==> config.mk <==
export PLATFORM = sky130hd
export DESIGN_NAME = multi_cycle_control
export DESIGN_NICKNAME = d
export VERILOG_FILES = /design/src/rtl/multi_cycle_control_pkg.sv /design/src/rtl/control_decode.sv /design/src/rtl/multi_cycle_control.sv
export SDC_FILE = /design/constraint.sdc
export NUM_CORES = 1
export LEC_CHECK = 0
export ABC_CLOCK_PERIOD_IN_PS = 3450
export BUFFER_PORTS_ARGS = -buffer_cell sky130_fd_sc_hd__buf_2
export CAP_MARGIN = 30
export CORE_MARGIN = 2
export CORE_UTILIZATION = 33
export CTS_CLUSTER_SIZE = 25
export DETAILED_ROUTE_END_ITERATION = 12
export SYNTH_ARGS = -nofsm -noshare
export SYNTH_HDL_FRONTEND = slang
export SYNTH_SLANG_ARGS = --single-unit
==> constraint.sdc <==
create_clock -name CLK -period 3.45 [get_ports CLK]
set_clock_uncertainty 0.15 [all_clocks]
set_input_delay 0.5175 -clock CLK [delete_from_list [all_inputs] [get_ports CLK]]
set_output_delay 0.5175 -clock CLK [all_outputs]
set_load 0.05 [all_outputs]
==> src/rtl/multi_cycle_control_pkg.sv <==
// Shared definitions for the multi-cycle controller: state encodings,
// opcode/funct constants, ALU operation codes, PC source codes and the
// packed control-word layout passed from the decoder to the top.
package multi_cycle_control_pkg;

  typedef enum logic [2:0] {
    ST_IF     = 3'b000,
    ST_ID     = 3'b001,
    ST_EXE_LS = 3'b010,
    ST_MEM    = 3'b011,
    ST_WB_LD  = 3'b100,
    ST_EXE_BR = 3'b101,
    ST_EXE_AL = 3'b110,
    ST_WB_AL  = 3'b111
  } state_e;

  localparam logic [5:0] OP_RTYPE = 6'b000000;
  localparam logic [5:0] OP_ADDI  = 6'b001000;
  localparam logic [5:0] OP_ORI   = 6'b001101;
  localparam logic [5:0] OP_LW    = 6'b100011;
  localparam logic [5:0] OP_SW    = 6'b101011;
  localparam logic [5:0] OP_BEQ   = 6'b000100;
  localparam logic [5:0] OP_J     = 6'b000010;

  localparam logic [5:0] FN_ADD = 6'b100000;
  localparam logic [5:0] FN_SUB = 6'b100010;
  localparam logic [5:0] FN_AND = 6'b100100;
  localparam logic [5:0] FN_OR  = 6'b100101;
  localparam logic [5:0] FN_SLT = 6'b101010;

  localparam logic [2:0] ALU_ADD = 3'b000;
  localparam logic [2:0] ALU_SUB = 3'b001;
  localparam logic [2:0] ALU_AND = 3'b010;
  localparam logic [2:0] ALU_OR  = 3'b011;
  localparam logic [2:0] ALU_SLT = 3'b100;

  localparam logic [1:0] PC_SEQ = 2'b00;
  localparam logic [1:0] PC_BR  = 2'b01;
  localparam logic [1:0] PC_JMP = 2'b10;

  typedef struct packed {
    logic       pc_wre;
    logic       ir_wre;
    logic       reg_wre;
    logic       m_rd;
    logic       m_wr;
    logic       alu_src_a;
    logic       alu_src_b;
    logic       db_data_src;
    logic       reg_dst;
    logic       ext_sel;
    logic [1:0] pc_src;
    logic [2:0] alu_op;
  } ctrl_t;

  // R-type funct codes the ALU actually implements.
  function automatic logic funct_known(input logic [5:0] fn);
    return (fn == FN_ADD) || (fn == FN_SUB) || (fn == FN_AND) ||
           (fn == FN_OR)  || (fn == FN_SLT);
  endfunction

endpackage

==> src/rtl/control_decode.sv <==
// Pure combinational decode of (state, opcode, funct, zero) into the control
// word and the next state.
//   state_i      current FSM state
//   opcode_i     IR[31:26]
//   funct_i      IR[5:0], only meaningful for R-type
//   zero_i       ALU zero flag, only looked at in EXE_BR
//   active_i     low while in reset or halted: forces an all-zero control word
//   ctrl_o       control word
//   next_state_o state to load at the next edge
//   halt_set_o   HALT_OP seen in ID
module control_decode
  import multi_cycle_control_pkg::*;
#(
  parameter logic [5:0] HALT_OP = 6'b111111
) (
  input  state_e     state_i,
  input  logic [5:0] opcode_i,
  input  logic [5:0] funct_i,
  input  logic       zero_i,
  input  logic       active_i,
  output ctrl_t      ctrl_o,
  output state_e     next_state_o,
  output logic       halt_set_o
);

  logic       is_halt, is_r, is_addi, is_ori, is_lw, is_sw, is_beq, is_j;
  logic [2:0] alu_op;

  // HALT_OP is checked first so an overridden value always wins.
  assign is_halt = (opcode_i == HALT_OP);
  assign is_r    = !is_halt && (opcode_i == OP_RTYPE);
  assign is_addi = !is_halt && (opcode_i == OP_ADDI);
  assign is_ori  = !is_halt && (opcode_i == OP_ORI);
  assign is_lw   = !is_halt && (opcode_i == OP_LW);
  assign is_sw   = !is_halt && (opcode_i == OP_SW);
  assign is_beq  = !is_halt && (opcode_i == OP_BEQ);
  assign is_j    = !is_halt && (opcode_i == OP_J);

  always_comb begin
    alu_op = ALU_ADD;
    if (is_r) begin
      case (funct_i)
        FN_SUB:  alu_op = ALU_SUB;
        FN_AND:  alu_op = ALU_AND;
        FN_OR:   alu_op = ALU_OR;
        FN_SLT:  alu_op = ALU_SLT;
        default: alu_op = ALU_ADD;
      endcase
    end else if (is_ori) begin
      alu_op = ALU_OR;
    end else if (is_beq) begin
      alu_op = ALU_SUB;
    end
  end

  always_comb begin
    ctrl_o       = '0;
    next_state_o = ST_IF;
    halt_set_o   = 1'b0;
    if (active_i) begin
      ctrl_o.alu_op    = alu_op;
      ctrl_o.alu_src_b = is_addi || is_ori || is_lw || is_sw;
      ctrl_o.ext_sel   = !is_ori;
      case (state_i)
        ST_IF: begin
          ctrl_o.ir_wre = 1'b1;
          next_state_o  = ST_ID;
        end
        ST_ID: begin
          if (is_halt) begin
            halt_set_o   = 1'b1;
            next_state_o = ST_ID;
          end else if (is_j) begin
            ctrl_o.pc_wre = 1'b1;
            ctrl_o.pc_src = PC_JMP;
          end else if (is_beq) begin
            next_state_o = ST_EXE_BR;
          end else if (is_lw || is_sw) begin
            next_state_o = ST_EXE_LS;
          end else if (is_r || is_addi || is_ori) begin
            next_state_o = ST_EXE_AL;
          end else begin
            // Unknown opcode: a nop that retires in ID.
            ctrl_o.pc_wre = 1'b1;
          end
        end
        ST_EXE_AL: next_state_o = ST_WB_AL;
        ST_WB_AL: begin
          // Unsupported R-type funct still runs as add but must not write back.
          ctrl_o.reg_wre = !(is_r && !funct_known(funct_i));
          ctrl_o.reg_dst = is_r;
          ctrl_o.pc_wre  = 1'b1;
        end
        ST_EXE_BR: begin
          ctrl_o.pc_wre = 1'b1;
          ctrl_o.pc_src = zero_i ? PC_BR : PC_SEQ;
        end
        ST_EXE_LS: next_state_o = ST_MEM;
        ST_MEM: begin
          if (is_lw) begin
            ctrl_o.m_rd  = 1'b1;
            next_state_o = ST_WB_LD;
          end else begin
            // sw retires here; any other opcode also retires so PC still moves.
            ctrl_o.m_wr   = is_sw;
            ctrl_o.pc_wre = 1'b1;
          end
        end
        ST_WB_LD: begin
          ctrl_o.reg_wre     = 1'b1;
          ctrl_o.db_data_src = 1'b1;
          ctrl_o.pc_wre      = 1'b1;
        end
        default: next_state_o = ST_IF;
      endcase
    end
  end

endmodule

==> src/rtl/multi_cycle_control.sv <==
// Multi-cycle processor control unit. Holds the state register and the sticky
// halt flag; all output decoding lives in control_decode.
//   CLK, Reset        clock and synchronous active-high reset
//   opcode, funct     instruction fields, zero = ALU zero flag
//   PCWre..mWR        write/read strobes
//   ALUSrcA..ExtSel   2:1 selector controls
//   PCSrc, ALUOp      PC source and ALU operation
//   state             current state (reads ID while halted)
module multi_cycle_control
  import multi_cycle_control_pkg::*;
#(
  parameter logic [5:0] HALT_OP = 6'b111111
) (
  input  logic       CLK,
  input  logic       Reset,
  input  logic [5:0] opcode,
  input  logic [5:0] funct,
  input  logic       zero,
  output logic       PCWre,
  output logic       IRWre,
  output logic       RegWre,
  output logic       mRD,
  output logic       mWR,
  output logic       ALUSrcA,
  output logic       ALUSrcB,
  output logic       DBDataSrc,
  output logic       RegDst,
  output logic       ExtSel,
  output logic [1:0] PCSrc,
  output logic [2:0] ALUOp,
  output logic [2:0] state
);

  state_e state_q, state_d, next_state;
  logic   halt_q, halt_d, halt_set;
  ctrl_t  ctrl;

  control_decode #(.HALT_OP(HALT_OP)) u_decode (
    .state_i      (state_q),
    .opcode_i     (opcode),
    .funct_i      (funct),
    .zero_i       (zero),
    .active_i     (!Reset && !halt_q),
    .ctrl_o       (ctrl),
    .next_state_o (next_state),
    .halt_set_o   (halt_set)
  );

  always_ff @(posedge CLK) begin
    if (Reset) begin
      state_q <= ST_IF;
      halt_q  <= 1'b0;
    end else begin
      state_q <= state_d;
      halt_q  <= halt_d;
    end
  end

  // Once halted, state and flag stay frozen until Reset.
  always_comb begin
    state_d = state_q;
    halt_d  = halt_q;
    if (!halt_q) begin
      state_d = next_state;
      halt_d  = halt_set;
    end
  end

  assign PCWre     = ctrl.pc_wre;
  assign IRWre     = ctrl.ir_wre;
  assign RegWre    = ctrl.reg_wre;
  assign mRD       = ctrl.m_rd;
  assign mWR       = ctrl.m_wr;
  assign ALUSrcA   = ctrl.alu_src_a;
  assign ALUSrcB   = ctrl.alu_src_b;
  assign DBDataSrc = ctrl.db_data_src;
  assign RegDst    = ctrl.reg_dst;
  assign ExtSel    = ctrl.ext_sel;
  assign PCSrc     = ctrl.pc_src;
  assign ALUOp     = ctrl.alu_op;
  assign state     = state_q;

endmodule
==> results.json <==
{
  "crit_arrival_ns": 1.69,
  "rsz0062_at_grt": "false",
  "fp.dieArea_um2": 2300,
  "min_period_ns": 2.36,
  "hpwl_um": 1410,
  "yosys_warnings": 0,
  "leakage_nw": 0.336,
  "root_buffer": "clkbuf_4",
  "grt_use_total_pct": 16.3,
  "grt_start_max_net_pins": 13,
  "wl_per_cell_um": 12.4,
  "rows": 15,
  "critPathLaunchType": "input pin",
  "hold_violations": 0,
  "crit_top_cell": "buf_2",
  "endpoint_kind": "primary output",
  "finalSetupViolCount": 0,
  "synth_area_um2": 637,
  "final_cell_mix": "buf_2 (31), nor2_1 (13), nor3_1 (7), nand2_1 (7), inv_1 (5)",
  "max_stage_delay_ns": 0.31,
  "peakVddDrop_uv": 147,
  "power_density_nw_per_um2": 234,
  "critical_path_buf_inv_count": 2,
  "ys_seq_area_share_pct": 12.6,
  "postCtsSetupBuffers": 0,
  "routed_via_density": 5.35,
  "grt_pass1_wl_um": 2550,
  "critPathKind": "input pin to primary output",
  "ctsHoldBuffers": 0,
  "synth.distinct_cells": 38,
  "antenna_found_initial": 0,
  "clk_latency_ns": 0.24,
  "ant_nets": 0,
  "area_growth_pct": 25.5,
  "tritoncts": "yes",
  "avgSynthCellArea_um2": 7.24,
  "drt-total-wl_um": 1770,
  "hold_class": "input pin to register",
  "portBuffers": 31,
  "regToRegSetupSlack_ns": 2.10,
  "critPathTopFamily": "buffers and inverters",
  "die-width_um": 47.9,
  "outcome": "finished clean",
  "clock_sinks": 4,
  "final_layout_size_suffix_gt1_share_pct": 40.2,
  "worstPathRequired_ns": 2.78,
  "final.setup.tns_ns": 0,
  "fin_hold_ws_ns": 0.324,
  "gp_congestion": 0.823,
  "nets": 134,
  "numCtsBuffers": 3,
  "clk_pin_slew_ns": 0.03,
  "place_area_um2": 777,
  "initial_core_util_pct": 36.1,
  "syn_nets": 103,
  "fin_crit_sh_pct": 68.4,
  "cts-resized-gates": 0,
  "drc": 0,
  "antennaDiodeCount": 0,
  "syn_inst": 88,
  "first_pass_iters": 4,
  "mostFrequentLayoutCell": "buf_2",
  "core-area_um2": 1760,
  "power.total_uw": 187,
  "final_area_um2": 800,
  "grt_pass1_vias": 601,
  "clock_path_buffers": 2,
  "crit_path_top_delay_cell": "buf_2",
  "overflow": 0,
  "synth_seq_cells": 4,
  "critPathMaxFanout": 10,
  "max_freq_ghz": 0.424,
  "drt-initial-drc-count": 9,
  "cts_max_level": 1,
  "slew_violations": 0,
  "vias": 760,
  "io_pins": 33,
  "die_h_um": 47.9,
  "crit_chain": "buf_2 -> and3_4 -> o21ai_2 -> a21oi_2 -> o32ai_1 -> buf_2",
  "maxCapViolCount": 0
}
==> flip-flops by register name (all words and copies together) (netlist names) <==
name and cells:
halt_q 1, state 3
==> synth_stat cells, drive strengths merged <==
| cell | instances | area (µm²) |
|---|---|---|
| nor4 | 1 | 6.26 |
| o211ai | 1 | 7.51 |
| xor2 | 1 | 8.76 |
| a311oi | 1 | 15.0 |
| xnor2 | 1 | 8.76 |
| o21ai | 4 | 23.8 |
| o21bai | 1 | 7.51 |
| a211oi | 3 | 22.5 |
| a2bb2o | 1 | 20.0 |
| nand3b | 3 | 22.5 |
| o32ai | 1 | 8.76 |
| nand2 | 7 | 26.3 |
| nor3 | 8 | 51.3 |
| nor3b | 2 | 25.0 |
| a32o | 1 | 10.0 |
| inv | 5 | 18.8 |
| a21oi | 5 | 32.5 |
| mux2 | 1 | 11.3 |
| conb | 1 | 3.75 |
| o21a | 1 | 7.51 |
| nand2b | 4 | 25.0 |
| a32oi | 1 | 8.76 |
| nand3 | 5 | 35.0 |
| a221oi | 1 | 8.76 |
| and3 | 1 | 11.3 |
| dfxtp | 4 | 80.1 |
| or2 | 3 | 18.8 |
| a41oi | 1 | 8.76 |
| buf | 5 | 46.3 |
| o31ai | 1 | 7.51 |
| nor2 | 13 | 48.8 |
==> area by class of cell <==
| cell class | count | area, µm² |
|---|---|---|
| fillers | 212 | 965 |
| multi-input cells | 74 | 492 |
| repair buffers | 31 | 155 |
| flip-flops and latches | 4 | 80.1 |
| well taps | 25 | 31.3 |
| clock buffers | 3 | 22.5 |
| inverters | 5 | 18.8 |
==> cell families (layout without fill, tap and decap cells) <==
logic type	after synthesis	count (layout)	synth area share [%]
AND/OR/NAND/NOR	47	47	42.4
AO/OA/AOI/OAI	23	23	29.7
buffers and inverters	10	39	10.2
flip-flops	4	4	12.6
XOR/XNOR	2	2	2.75
other	1	1	0.589
multiplexers	1	1	1.77
==> report_power, final <==
group	leakage, nW	internal (mW)	switching [mW]
Clock	0.0138	0.0389	0.0199
Combinational	0.290	0.0254	0.0516
Sequential	0.0326	0.0481	0.00287
==> per-layer routing <==
metal	GRT usage [%]	up-vias	routed length (µm)
met1	20.4	346	759
met4	11.4	0	45
li1	-	376	-
met3	5.66	7	137
met2	23.2	31	823
met5	0	-	0
==> path summary, 6_finish.rpt <==
kind | start | depth (start not counted) | to
worst max register to register | state[0]$_SDFFE_PP0N_ | 4 | state[2]$_SDFFE_PP0N_
worst min-delay path | Reset | 2 | halt_q$_SDFF_PP0_
worst max-delay path | opcode[3] | 6 | PCWre
worst min register to register | halt_q$_SDFF_PP0_ | 2 | state[2]$_SDFFE_PP0N_
==> through the flow <==
stage	utilization, %	worst slack (ns)	cells
global route	45.3	0.954	142
global placement	44.0	1.11	139
finish	45.3	1.09	142
floorplan	-	0.326	88
CTS	45.3	1.07	142
detailed placement	44.0	1.10	139
Power figures use the tool's default switching activity.
